==> config.mk <==
export PLATFORM = sky130hd
export DESIGN_NAME = fpu_pcpi_sequencer_flat
export DESIGN_NICKNAME = d
export VERILOG_FILES = /design/src/rtl/fpu_pkg.sv /design/src/rtl/fpu_pcpi_sequencer_if.sv /design/src/rtl/fpu_pcpi_decode.sv /design/src/rtl/fpu_pcpi_sequencer.sv /design/src/flat_wrapper.sv
export SDC_FILE = /design/constraint.sdc
export NUM_CORES = 1
export LEC_CHECK = 0
export ABC_AREA = 1
export CORE_MARGIN = 2
export CORE_UTILIZATION = 40
export CTS_BUF_LIST = sky130_fd_sc_hd__clkbuf_2
export CTS_CLUSTER_SIZE = 8
export DETAILED_ROUTE_END_ITERATION = 7
export HOLD_SLACK_MARGIN = 0.12
export PLACE_DENSITY = 0.92
export SYNTH_ARGS = -nofsm -noshare
export SYNTH_HDL_FRONTEND = slang
export SYNTH_SLANG_ARGS = --single-unit
==> constraint.sdc <==
create_clock -name clkIn -period 1.6 [get_ports clkIn]
set_input_delay 0.16 -clock clkIn [delete_from_list [all_inputs] [get_ports clkIn]]
set_output_delay 0.16 -clock clkIn [all_outputs]
set_load 0.05 [all_outputs]
==> src/rtl/fpu_pkg.sv <==
// Shared constants for the PCPI FPU sequencer: opcode/funct7 decode values,
// unit indices and the sequencer state encoding.
package fpu_pkg;

  localparam logic [6:0] OP_FP       = 7'b1010011;
  localparam logic [6:0] FADD_FUNCT7 = 7'b0000000;
  localparam logic [6:0] FSUB_FUNCT7 = 7'b0000100;
  localparam logic [6:0] FMUL_FUNCT7 = 7'b0001000;

  localparam int UNIT_ADD = 0;
  localparam int UNIT_MUL = 1;

  typedef enum logic [2:0] {
    IDLE  = 3'd0,
    ISSUE = 3'd1,
    WAIT  = 3'd2,
    RESP  = 3'd3,
    HOLD  = 3'd4
  } state_t;

  typedef struct packed {
    logic match;
    logic unitSel;
    logic negB;
  } dec_t;

endpackage

==> src/rtl/fpu_pcpi_sequencer_if.sv <==
// PCPI-side and unit-side signals of the FPU sequencer; the sequencer is the
// slave, the core plus the arithmetic units together form the master.
interface fpu_pcpi_sequencer_if;

  logic        pcpiValidIn;
  logic [31:0] pcpiInstIn;
  logic [31:0] pcpiRs1In;
  logic [31:0] pcpiRs2In;
  logic        pcpiWrOut;
  logic [31:0] pcpiRdOut;
  logic        pcpiWaitOut;
  logic        pcpiReadyOut;
  logic [1:0]  unitStartOut;
  logic [31:0] unitAOut;
  logic [31:0] unitBOut;
  logic [1:0]  unitValidIn;
  logic [63:0] unitDataIn;
  logic        timeoutOut;

  modport slave (
    input  pcpiValidIn, pcpiInstIn, pcpiRs1In, pcpiRs2In, unitValidIn, unitDataIn,
    output pcpiWrOut, pcpiRdOut, pcpiWaitOut, pcpiReadyOut,
    output unitStartOut, unitAOut, unitBOut, timeoutOut
  );

  modport master (
    output pcpiValidIn, pcpiInstIn, pcpiRs1In, pcpiRs2In, unitValidIn, unitDataIn,
    input  pcpiWrOut, pcpiRdOut, pcpiWaitOut, pcpiReadyOut,
    input  unitStartOut, unitAOut, unitBOut, timeoutOut
  );

endinterface

==> src/rtl/fpu_pcpi_decode.sv <==
// Combinational decode of fadd.s / fsub.s / fmul.s into {match, unitSel, negB}.
// Zero latency; rounding mode and register fields play no part in the decision.
module fpu_pcpi_decode
  import fpu_pkg::*;
(
  input  logic [6:0] i_opcode,
  input  logic [6:0] i_funct7,
  output dec_t       o_dec
);

  always_comb begin
    o_dec = '0;
    if (i_opcode == OP_FP) begin
      case (i_funct7)
        FADD_FUNCT7: o_dec = '{match: 1'b1, unitSel: 1'(UNIT_ADD), negB: 1'b0};
        FSUB_FUNCT7: o_dec = '{match: 1'b1, unitSel: 1'(UNIT_ADD), negB: 1'b1};
        FMUL_FUNCT7: o_dec = '{match: 1'b1, unitSel: 1'(UNIT_MUL), negB: 1'b0};
        default:     o_dec = '0;
      endcase
    end
  end

endmodule

==> src/rtl/fpu_pcpi_sequencer.sv <==
// PCPI front end that issues one FP add/sub/mul at a time to shared units.
// Ready arrives 2+L cycles after acceptance for a unit latency L; stalls bounded by TIMEOUT_CYCLES.
module fpu_pcpi_sequencer
  import fpu_pkg::*;
#(
  parameter int TIMEOUT_CYCLES = 64
) (
  input  logic                 clkIn,
  input  logic                 rstLowIn,
  fpu_pcpi_sequencer_if.slave  bus
);

  localparam logic [7:0] CNT_LAST = 8'(TIMEOUT_CYCLES - 1);

  state_t      r_state;
  state_t      w_next;
  dec_t        w_dec;
  logic        r_sel;
  logic        r_wait;
  logic        r_timeout;
  logic [7:0]  r_cnt;
  logic [31:0] r_a;
  logic [31:0] r_b;
  logic [31:0] r_rd;
  logic        w_accept;
  logic        w_abort;
  logic        w_result;
  logic        w_expire;
  logic [31:0] w_dataSel;
  logic        w_unused;

  fpu_pcpi_decode u_decode (
    .i_opcode (bus.pcpiInstIn[6:0]),
    .i_funct7 (bus.pcpiInstIn[31:25]),
    .o_dec    (w_dec)
  );

  assign w_unused  = ^bus.pcpiInstIn[24:7];
  assign w_accept  = (r_state == IDLE) && bus.pcpiValidIn && w_dec.match;
  assign w_abort   = !bus.pcpiValidIn;
  assign w_result  = bus.unitValidIn[r_sel];
  assign w_expire  = (r_cnt == CNT_LAST);
  assign w_dataSel = (r_sel == 1'(UNIT_MUL)) ? bus.unitDataIn[63:32] : bus.unitDataIn[31:0];

  // Wait is a true flop so the core never sees a decode glitch on it.
  always_ff @(posedge clkIn or negedge rstLowIn) begin
    if (!rstLowIn) begin
      r_state <= IDLE;
      r_wait  <= 1'b0;
    end else begin
      r_state <= w_next;
      r_wait  <= (w_next == ISSUE) || (w_next == WAIT) || (w_next == RESP);
    end
  end

  // Priority in WAIT: a dropped valid beats a result, a result beats expiry.
  always_comb begin
    w_next = r_state;
    case (r_state)
      IDLE:    if (w_accept) w_next = ISSUE;
      ISSUE:   w_next = w_abort ? IDLE : WAIT;
      WAIT: begin
        if (w_abort)       w_next = IDLE;
        else if (w_result) w_next = RESP;
        else if (w_expire) w_next = IDLE;
      end
      RESP:    w_next = HOLD;
      HOLD:    w_next = IDLE;
      default: w_next = IDLE;
    endcase
  end

  always_comb begin
    bus.unitStartOut = 2'b00;
    bus.pcpiReadyOut = 1'b0;
    bus.pcpiWrOut    = 1'b0;
    case (r_state)
      ISSUE: bus.unitStartOut[r_sel] = 1'b1;
      RESP: begin
        bus.pcpiReadyOut = 1'b1;
        bus.pcpiWrOut    = 1'b1;
      end
      default: ;
    endcase
  end

  always_ff @(posedge clkIn or negedge rstLowIn) begin
    if (!rstLowIn) begin
      r_a       <= '0;
      r_b       <= '0;
      r_sel     <= 1'b0;
      r_cnt     <= '0;
      r_rd      <= '0;
      r_timeout <= 1'b0;
    end else begin
      if (w_accept) begin
        r_a       <= bus.pcpiRs1In;
        r_b       <= w_dec.negB ? {~bus.pcpiRs2In[31], bus.pcpiRs2In[30:0]} : bus.pcpiRs2In;
        r_sel     <= w_dec.unitSel;
        r_cnt     <= '0;
        r_timeout <= 1'b0;
      end
      if (r_state == WAIT) begin
        r_cnt <= r_cnt + 8'd1;
        if (!w_abort && w_result)      r_rd      <= w_dataSel;
        else if (!w_abort && w_expire) r_timeout <= 1'b1;
      end
    end
  end

  assign bus.pcpiWaitOut = r_wait;
  assign bus.pcpiRdOut   = r_rd;
  assign bus.unitAOut    = r_a;
  assign bus.unitBOut    = r_b;
  assign bus.timeoutOut  = r_timeout;

endmodule
==> src/flat_wrapper.sv <==
// flat-port wrapper written by rule: the top's interface ports become plain ports
module fpu_pcpi_sequencer_flat import fpu_pkg::*;
#(
  parameter int TIMEOUT_CYCLES = 64
)
  (clkIn, rstLowIn, bus_pcpiValidIn, bus_pcpiInstIn, bus_pcpiRs1In, bus_pcpiRs2In, bus_unitValidIn, bus_unitDataIn, bus_pcpiWrOut, bus_pcpiRdOut, bus_pcpiWaitOut, bus_pcpiReadyOut, bus_unitStartOut, bus_unitAOut, bus_unitBOut, bus_timeoutOut);
  fpu_pcpi_sequencer_if bus_i ();
  input  logic clkIn;
  input  logic rstLowIn;
  input wire logic [$bits(bus_i.pcpiValidIn)-1:0] bus_pcpiValidIn;
  input wire logic [$bits(bus_i.pcpiInstIn)-1:0] bus_pcpiInstIn;
  input wire logic [$bits(bus_i.pcpiRs1In)-1:0] bus_pcpiRs1In;
  input wire logic [$bits(bus_i.pcpiRs2In)-1:0] bus_pcpiRs2In;
  input wire logic [$bits(bus_i.unitValidIn)-1:0] bus_unitValidIn;
  input wire logic [$bits(bus_i.unitDataIn)-1:0] bus_unitDataIn;
  output wire logic [$bits(bus_i.pcpiWrOut)-1:0] bus_pcpiWrOut;
  output wire logic [$bits(bus_i.pcpiRdOut)-1:0] bus_pcpiRdOut;
  output wire logic [$bits(bus_i.pcpiWaitOut)-1:0] bus_pcpiWaitOut;
  output wire logic [$bits(bus_i.pcpiReadyOut)-1:0] bus_pcpiReadyOut;
  output wire logic [$bits(bus_i.unitStartOut)-1:0] bus_unitStartOut;
  output wire logic [$bits(bus_i.unitAOut)-1:0] bus_unitAOut;
  output wire logic [$bits(bus_i.unitBOut)-1:0] bus_unitBOut;
  output wire logic [$bits(bus_i.timeoutOut)-1:0] bus_timeoutOut;
  assign bus_i.pcpiValidIn = bus_pcpiValidIn;
  assign bus_i.pcpiInstIn = bus_pcpiInstIn;
  assign bus_i.pcpiRs1In = bus_pcpiRs1In;
  assign bus_i.pcpiRs2In = bus_pcpiRs2In;
  assign bus_i.unitValidIn = bus_unitValidIn;
  assign bus_i.unitDataIn = bus_unitDataIn;
  assign bus_pcpiWrOut = bus_i.pcpiWrOut;
  assign bus_pcpiRdOut = bus_i.pcpiRdOut;
  assign bus_pcpiWaitOut = bus_i.pcpiWaitOut;
  assign bus_pcpiReadyOut = bus_i.pcpiReadyOut;
  assign bus_unitStartOut = bus_i.unitStartOut;
  assign bus_unitAOut = bus_i.unitAOut;
  assign bus_unitBOut = bus_i.unitBOut;
  assign bus_timeoutOut = bus_i.timeoutOut;
  fpu_pcpi_sequencer #(.TIMEOUT_CYCLES(TIMEOUT_CYCLES)) u_core (.clkIn(clkIn), .rstLowIn(rstLowIn), .bus(bus_i));
endmodule
* Word-level counts from Yosys, hierarchy flattened *
Index checks and enable logic that the tools add are counted.

storage, ports and cells
  bits of input ports = 165
  word-level logic and storage cells = 55
  flip-flop bits (word level) = 110
  output and inout port bits = 102

cells by class
  order comparisons = 2
  reduce and logical (&&, ||, !) cells = 11
  equality and inequality tests = 10
  muxes and demuxes = 22
  add/sub/neg operators = 1
  bitwise gates (word level) = 1

operators with widths
  operator                                                    count
  2-to-1 mux 32 bit                                           2
  2-to-1 mux 8 bit                                            2
  2-to-1 mux 3 bit                                            5
  equality test 3 x 2 -> 1 bit, second input constant         4
  case mux 3 bit (4 select lines)                             1
  case mux 3 bit (3 select lines)                             1
  adder 8 x 1 -> 8 bit, second input constant                 1
  equality test 8 x 6 -> 1 bit, second input constant         1
  2-to-1 mux 1 bit                                            8
  equality test 7 x 3 -> 1 bit, second input constant         1
  equality test 7 x 4 -> 1 bit, second input constant         1
  equality test 7 bit, second input constant                  1
  logical NOT 7 bit                                           1
  equality test 3 x 1 -> 1 bit, second input constant         2
  logical AND 1 bit                                           5
  2-to-1 mux 2 bit                                            2
  logical NOT 3 bit                                           1
  logical OR 1 bit                                            2
  less-than comparator 1 x 2 -> 1 bit, second input constant  1
  AND reduction 2 bit                                         1
  nonzero test 2 bit                                          1
  demux 1 bit (select 1 bit)                                  1
  greater-or-equal comparator 1 bit, second input constant    1
  inverter 1 bit                                              1

* Longest topological paths before layout *
Gate-level depths: netlist of the first run.

  word-level depth = 9
  mapped depth = 10
  gate-level depth less buffers = 8

* Modules after synthesis *
A second synthesis of the first run with hierarchy kept.

unflattened totals
  cells, all modules = 628
  area total of the unflattened synthesis = 4872.2 sq um

modules (own cells, without submodules)
  module              instances  seq. area each (sq um)  cells an instance  area each (sq um)
  fpu_pcpi_sequencer  1          2752.6                  605                4774.6
  fpu_pcpi_decode     1          0.0                     23                 97.6

* Least setup slack after synthesis of the first run *
OpenSTA, ideal clock, no wires.

  kind = reg-to-output
  from = register u_core.r_state[1]
  to = output port bus_pcpiWrOut
  required time = 1440 ps
  cell stages (with the launch flop) = 4
  arrival time = 1928 ps
  setup slack = -488 ps
  path buffers = 1
  cells stage by stage = dfrtp_1 inv_1 nor3_1 buf_4

between the ends
  longest elaborated chain between the ends = 2

ends and longest elaborated chain
  what                          line                      source
  start: declaration            fpu_pcpi_sequencer.sv:15  state_t r_state;
  start signal: assignment      fpu_pcpi_sequencer.sv:51  r_state <= w_next;
  equality test 3 x 2 -> 1 bit  n/a
  2-to-1 mux 1 bit              n/a
  end: declaration              flat_wrapper.sv:16        output wire logic [$bits(bus_i.pcpiWrOut)-1:0] bus_pcpiWrOut;

No other way between the ends.

* Final worst setup path of the first run *
  from = register u_core.r_state[1]
  to = output port bus_unitStartOut[0]

between the ends
  longest elaborated chain between the ends = 2

ends and longest elaborated chain
  what                          line                      source
  equality test 3 x 1 -> 1 bit  fpu_pcpi_sequencer.sv:77  case (r_state)
  2-to-1 mux 2 bit              fpu_pcpi_sequencer.sv:77
  end: declaration              flat_wrapper.sv:20        output wire logic [$bits(bus_i.unitStartOut)-1:0] bus_unitStartOut;

No other way between the ends.

==> impl_metrics.toml, run 1 <==
[status]
outcome = "finished with violations"
violations = "negative setup slack"

[synth]
synth.top_cell.area_share_pct = 55.3
synthCells = 579
number_of_enable_flip_flop_cells_after_synthesis = 0
postSynth.topFlopCell = "dfrtp_1"
yosysWarningCount = 0
synthesis.area_sq_um = 4980
most_numerous_cell_in_the_yosys_netlist = "nand2_1"
synth_top_area_cell = "dfrtp_1"
synth.net_count = 745
synth_top_cells_by_area = "dfrtp_1 (55%), nand2_1 (12%), inv_1 (6.5%)"
asyncSetResetFlopFracSynth_pct = 100
post_synth_num_cell_types = 24
most_numerous_cell_types_in_the_synthesized_netlist = "nand2_1 (165), dfrtp_1 (110), inv_1 (86), o21ai_0 (49)"
synth.ff_latch_count = 110
syn-mean-instance-area_sq_um = 8.60
synth_sequential_area_ratio_pct = 55.3

[job]
cap_violations = 0

[grt]
grt_max_degree = 81
grt_first_pass_wirelength_mm = 25.7
grt_ovf = 0
groute.usage.overall_pct = 25.1
number_of_antenna_violations_at_the_first_check_in_global_routing = 1
via_count_of_the_first_global_routing_pass = 5263

[die]
fp.coreArea_sq_um = 12100
row_count = 40
die_width_um = 116
initial_core_util_pct = 41.3
floorplan.io_pins = 267
fp.dieH_um = 116
design.die.area_sq_um = 13400

[clocking]
clk_pin_slew_ns = 0.30
cts_inserted_buffers = 9
clk-insertion-delay-late_ns = 0.58
root_driver = "clkbuf_2"
tritoncts = "done"
cts_max_level = 3
cts_max_path_buffers = 2
numClockSinks = 110

[sta]
timing.final.hold_violations = 0
grt_setup_unrepaired = "true"
final-max-slew-violation-count = 0
setup-violations-final = 5
tightest_slew_ns = 0.309
maxClockFrequency_mhz = 555
slew_headroom_pct = 79.4
fin_crit_sh_pct = 113
finalCriticalPeriod_ns = 1.80
timing.setup.tns_ns = -0.765
final.setup.worst_slack_ns = -0.201
fin_clk_skew_ns = 0.0345

[finish]
final_std_cells_w_o_fill = 1079
share_of_final_layout_standard_cells_stronger_than_drive_strength_1_pct = 23.8
final_net_count = 1070
area.growth.synth_to_final_pct = 71.7

[worst_setup_path]
critPathLaunch = "u_core.r_state[1]"
critPathRequiredTime_ns = 1.44
arrival_time_of_the_worst_setup_path_ns = 1.64
worst-setup-path-type = "reg2out"
critical_path_peak_fanout = 2
worst_setup_path_start_kind = "flip-flop"
crit-reg2reg-launch = "u_core.r_state[1]"
cp-end-kind = "primary output"

[place]
port-buffer-count = 248
detailedPlacementHpwl_mm = 10.6
dp_slack_ns = -0.184
dpl.cell_count = 984
routabilityCongestion = 0.813

[power]
power_density_nw_per_um2 = 564
max-vdd-ir-drop_mv = 0.323
cellLeakagePower_nw = 4.39
post-layout-total-power_mw = 4.82

[drt]
starting_drc_count_in_detailed_routing = 284
avgRoutedWirePerCell_um = 16.2
detail_route.drc_violations = 0
route.antenna.remaining_nets = 0
wire_length_after_detailed_routing_mm = 17.5
drt_pass_1_iters = 5
routed_via_density = 4.88
detailroute.via_count = 5262

[worst_hold_path]
hp-start = "bus_unitDataIn[29]"
hp-class = "in2reg"
## routing by layer
| metal | global-route usage [%] | share of wire [%] |
|---|---|---|
| met1 | 27.1 | 36 |
| met2 | 45.2 | 51 |
| met3 | 6.90 | 8.9 |
| met4 | 12.3 | 3.5 |
| met5 | 0 | 0 |
## cell usage in the layout, fill, tap and decap left out, types with 2 or more instances in the layout
master,Yosys,layout
o21ai_1,17,20
dfrtp_1,110,109
nand2_2,1,2
o21ai_2,4,6
diode_2,0,2
nor3_1,4,3
inv_1,86,82
or2_2,32,32
dlygate4sd3_1,0,64
buf_6,5,5
inv_6,0,3
inv_2,1,2
clkbuf_2,0,9
o211ai_1,32,32
buf_4,5,117
clkinv_2,0,2
clkbuf_16,0,3
buf_8,0,2
nand2_1,165,162
nor2_4,0,4
nor2_1,15,12
nand3_2,6,10
clkdlybuf4s50_1,0,145
nand4_1,3,3
buf_12,0,8
nand3_1,17,12
nor2_2,3,2
o21ai_0,49,44
## cells by family (layout without fill, tap and decap cells)
family	count (synthesis)	after routing	share of synthesized area, %
and+or+nand+nor	248	248	22.1
buffers and inverters	117	447	10.1
DFF	110	110	55.3
AOI/OAI and AO/OA	103	103	12.3
adders and majority gates	1	1	0.251
other	0	2	0
## what timing repair did
action / in CTS / in global routing
gates cloned: 0 / 4
pin swaps: 3 / 5
hold endpoints to repair: 172 / 0
setup endpoints to repair: 4 / 94
setup buffers: 5 / 4
resized for setup: 15 / 29
hold buffers: 64 / 0
## per-stage QoR
stage / hold slack (ns) / area (sq um) / utilization (%)
final: 0.175 / 8550 / 70.9
after global routing: 0.126 / 8550 / 70.9
after CTS: 0.126 / 8340 / 69.1
after detailed placement: 0.191 / 7500 / 62.2
after global placement: 0.186 / 7500 / 62.2
after floorplan: -0.136 / 4990 / -
## state kept, by name, summed over array words and instances, names as in the netlist
signal / flops
u_core.bus.timeoutOut: 1
u_core.bus.pcpiWaitOut: 1
u_core.r_sel: 1
u_core.r_cnt: 8
u_core.bus.unitAOut: 32
u_core.bus.pcpiRdOut: 32
u_core.r_state: 3
u_core.bus.unitBOut: 32
## worst max-delay path, stage by stage (launching register included)
cell	delay, ns
dfrtp_1	0.48
nor2_2	0.12
buf_6	0.13
nand2_8	0.06
nor2_4	0.12
buf_8	0.15
## final cells by class
| class | count | area (sq um) |
|---|---|---|
| Multi-Input combinational cell | 352 | 1830 |
| Fill cell | 836 | 3510 |
| Sequential cell | 110 | 2750 |
| Timing Repair Buffer | 344 | 3290 |
| Antenna cell | 2 | 5.00 |
| Clock buffer | 9 | 45.0 |
| Inverter | 87 | 345 |
| Clock inverter | 7 | 70.1 |
| Tap cell | 168 | 210 |
## final timing paths
path,end,slack (ns),depth (start not counted)
max,bus_unitStartOut[0],-0.20,5
min,u_core.bus.pcpiRdOut[29],0.17,3
max reg2reg,u_core.bus.pcpiWaitOut,-0.01,10
min reg2reg,u_core.bus.timeoutOut,0.52,2
max in group asynchronous,u_core.bus.pcpiRdOut[15],0.56,4
min in group asynchronous,u_core.bus.unitAOut[30],0.74,4
## where the power goes
group | total (mW) | internal [mW] | switching (mW)
logic | 0.707 | 0.465 | 0.241
clock network | 1.31 | 0.371 | 0.940
registers | 2.81 | 2.80 | 0.00792
Power figures use the tool's default switching activity.
==> run 2: changes to the inputs <==
Settings changed: GPL_TIMING_DRIVEN set to 0.
==> impl_metrics.toml, run 2 (synthesized netlist as in run 1, its figures left out) <==
[status]
outcome = "finished with violations"
violations = "negative setup slack"

[power]
post-layout-total-power_mw = 4.89
cellLeakagePower_nw = 4.79
max-vdd-ir-drop_mv = 0.367
power_density_nw_per_um2 = 525

[drt]
detailroute.via_count = 5597
avgRoutedWirePerCell_um = 19.0
route.antenna.remaining_nets = 0
detail_route.drc_violations = 0
routed_via_density = 5.06
drt_pass_1_iters = 7
starting_drc_count_in_detailed_routing = 326
wire_length_after_detailed_routing_mm = 21.0

[finish]
finish.instance_area_sq_um = 9310
final.fill_count = 739
layout.cells.most_common_list = "clkdlybuf4s50_1 (145), dfrtp_1 (109), nand2_1 (96), inv_1 (83), buf_2 (78)"
final_net_count = 1096
area.growth.synth_to_final_pct = 87.0
mostFrequentLayoutCell = "clkdlybuf4s50_1"
register_area_sq_um = 2750
multi_input_gate_area_in_the_final_layout_sq_um = 2320
share_of_final_layout_standard_cells_stronger_than_drive_strength_1_pct = 37.1

[sta]
fin_crit_sh_pct = 117
slew_headroom_pct = 45.1
finalCriticalPeriod_ns = 1.88
final-max-slew-violation-count = 0
fin_clk_skew_ns = 0.0315
setup-violations-final = 78
maxClockFrequency_mhz = 533
tightest_slew_ns = 0.824
timing.final.hold_violations = 0
final.setup.worst_slack_ns = -0.277
grt_setup_unrepaired = "true"

[worst_setup_path]
critical_path_peak_fanout = 5
worst_setup_path_start_kind = "flip-flop"
arrival_time_of_the_worst_setup_path_ns = 2.40
worst-setup-path-type = "reg2reg"
critPathRequiredTime_ns = 2.12
r2r_setup_slack_ns = -0.28
cp-end-kind = "flip-flop"

[grt]
via_count_of_the_first_global_routing_pass = 5431
groute.usage.overall_pct = 26.6
grt_first_pass_wirelength_mm = 27.3
grt_max_degree = 64
number_of_antenna_violations_at_the_first_check_in_global_routing = 3
grt_ovf = 0

[clocking]
clk_pin_slew_ns = 0.33
cts_inserted_buffers = 9
numClockSinks = 110
tritoncts = "done"
clk-insertion-delay-late_ns = 0.62
root_driver = "clkbuf_2"
cts_max_level = 3
cts_max_path_buffers = 2

[worst_hold_path]
hp-class = "in2async"

[job]
cap_violations = 0

[die]
floorplan.io_pins = 267
initial_core_util_pct = 41.3
row_count = 40
fp.coreArea_sq_um = 12100
design.die.area_sq_um = 13400
die_width_um = 116
fp.dieH_um = 116

[place]
dpl-instance-area_sq_um = 7710
port-buffer-count = 248
routabilityCongestion = 0.805
detailedPlacementHpwl_mm = 12.0
[run 2: cell types whose count changed in the layout (fill, tap and decap cells not counted), moves of 4 or more]
| cell | previous run | this run |
|---|---|---|
| o21ai_2 | 6 | 48 |
| clkbuf_4 | 0 | 14 |
| nand2_2 | 2 | 39 |
| buf_6 | 5 | 9 |
| buf_8 | 2 | 10 |
| o21ai_0 | 44 | 3 |
| buf_2 | 0 | 78 |
| buf_4 | 117 | 11 |
| clkbuf_2 | 9 | 13 |
| nand2_4 | 1 | 30 |
| clkdlybuf4s15_2 | 0 | 7 |
| clkbuf_16 | 3 | 10 |
| nand2_1 | 162 | 96 |
[run 2: worst max-delay path: stages (launching register included)]
cell       delay [ns]
dfrtp_1          0.51
nor2_4           0.18
buf_6            0.12
buf_6            0.09
nand2_4          0.05
nor2_4           0.13
nand3_4          0.10
buf_12           0.15
clkbuf_16        0.15
clkbuf_16        0.16
nand2_2          0.06
o21ai_1          0.09
[run 2: stage by stage]
step	worst slack [ns]	hold slack, ns	util [%]	TNS, ns	instances
floorplan	0.0842	-0.136	-	0	579
global placement	-3.83	0.457	63.7	-442.39	995
detailed placement	-0.376	0.300	63.9	-22.46	996
CTS	-0.212	0.124	71.2	-1.66	1083
global route	-0.320	0.139	77.2	-18.15	1106
finish	-0.277	0.0991	77.2	-14.53	1106
[run 2: final timing paths]
kind | startpoint | end | cells past startpoint
min in group clkIn | bus_unitDataIn[21] | u_core.bus.pcpiRdOut[21] | 3
hold reg to reg | u_core.bus.pcpiRdOut[7] | u_core.bus.pcpiRdOut[7] | 2
setup / recovery | u_core.r_state[1] | u_core.bus.unitAOut[2] | 11
hold / removal | rstLowIn | u_core.bus.unitBOut[14] | 2
setup reg to reg | u_core.r_state[1] | u_core.bus.unitAOut[2] | 11
max in group asynchronous | rstLowIn | u_core.bus.pcpiRdOut[16] | 3
[run 2: power by group]
part           total (mW)  internal (mW)  leakage (nW)  switching (mW)
clock network        1.35          0.365        0.0721           0.981
registers            2.81           2.80          1.49          0.0108
logic               0.730          0.461          3.23           0.270
total                4.89           3.63          4.79            1.26
[run 2: final cells by class]
class                   count  area share [%]
repair buffers            340            34.3
clock inverters             6           0.658
multi-input cells         352            24.9
clock buffers              10           0.537
inverters                  87            3.57
diodes                      3          0.0806
plain buffers              30            4.16
well taps                 168            2.26
flip-flops and latches    110            29.6
[run 2: metal layers]
metal | GRT usage (%) | up-vias | routed length [um]
met5 | 0 | - | 0
met4 | 11.1 | 0 | 631
met3 | 7.06 | 50 | 1640
met2 | 47.9 | 270 | 11000
met1 | 29.6 | 2751 | 7690
li1 | - | 2526 | -
[run 2: what timing repair did]
item                                   in CTS  in global routing
pin swaps                                   2                  9
hold buffers                               63                  1
endpoints found under the hold margin     149                  1
setup endpoints to repair                 146                177
gates cloned                                0                 12
buffers inserted                            8                  8
resized for setup                         412                407
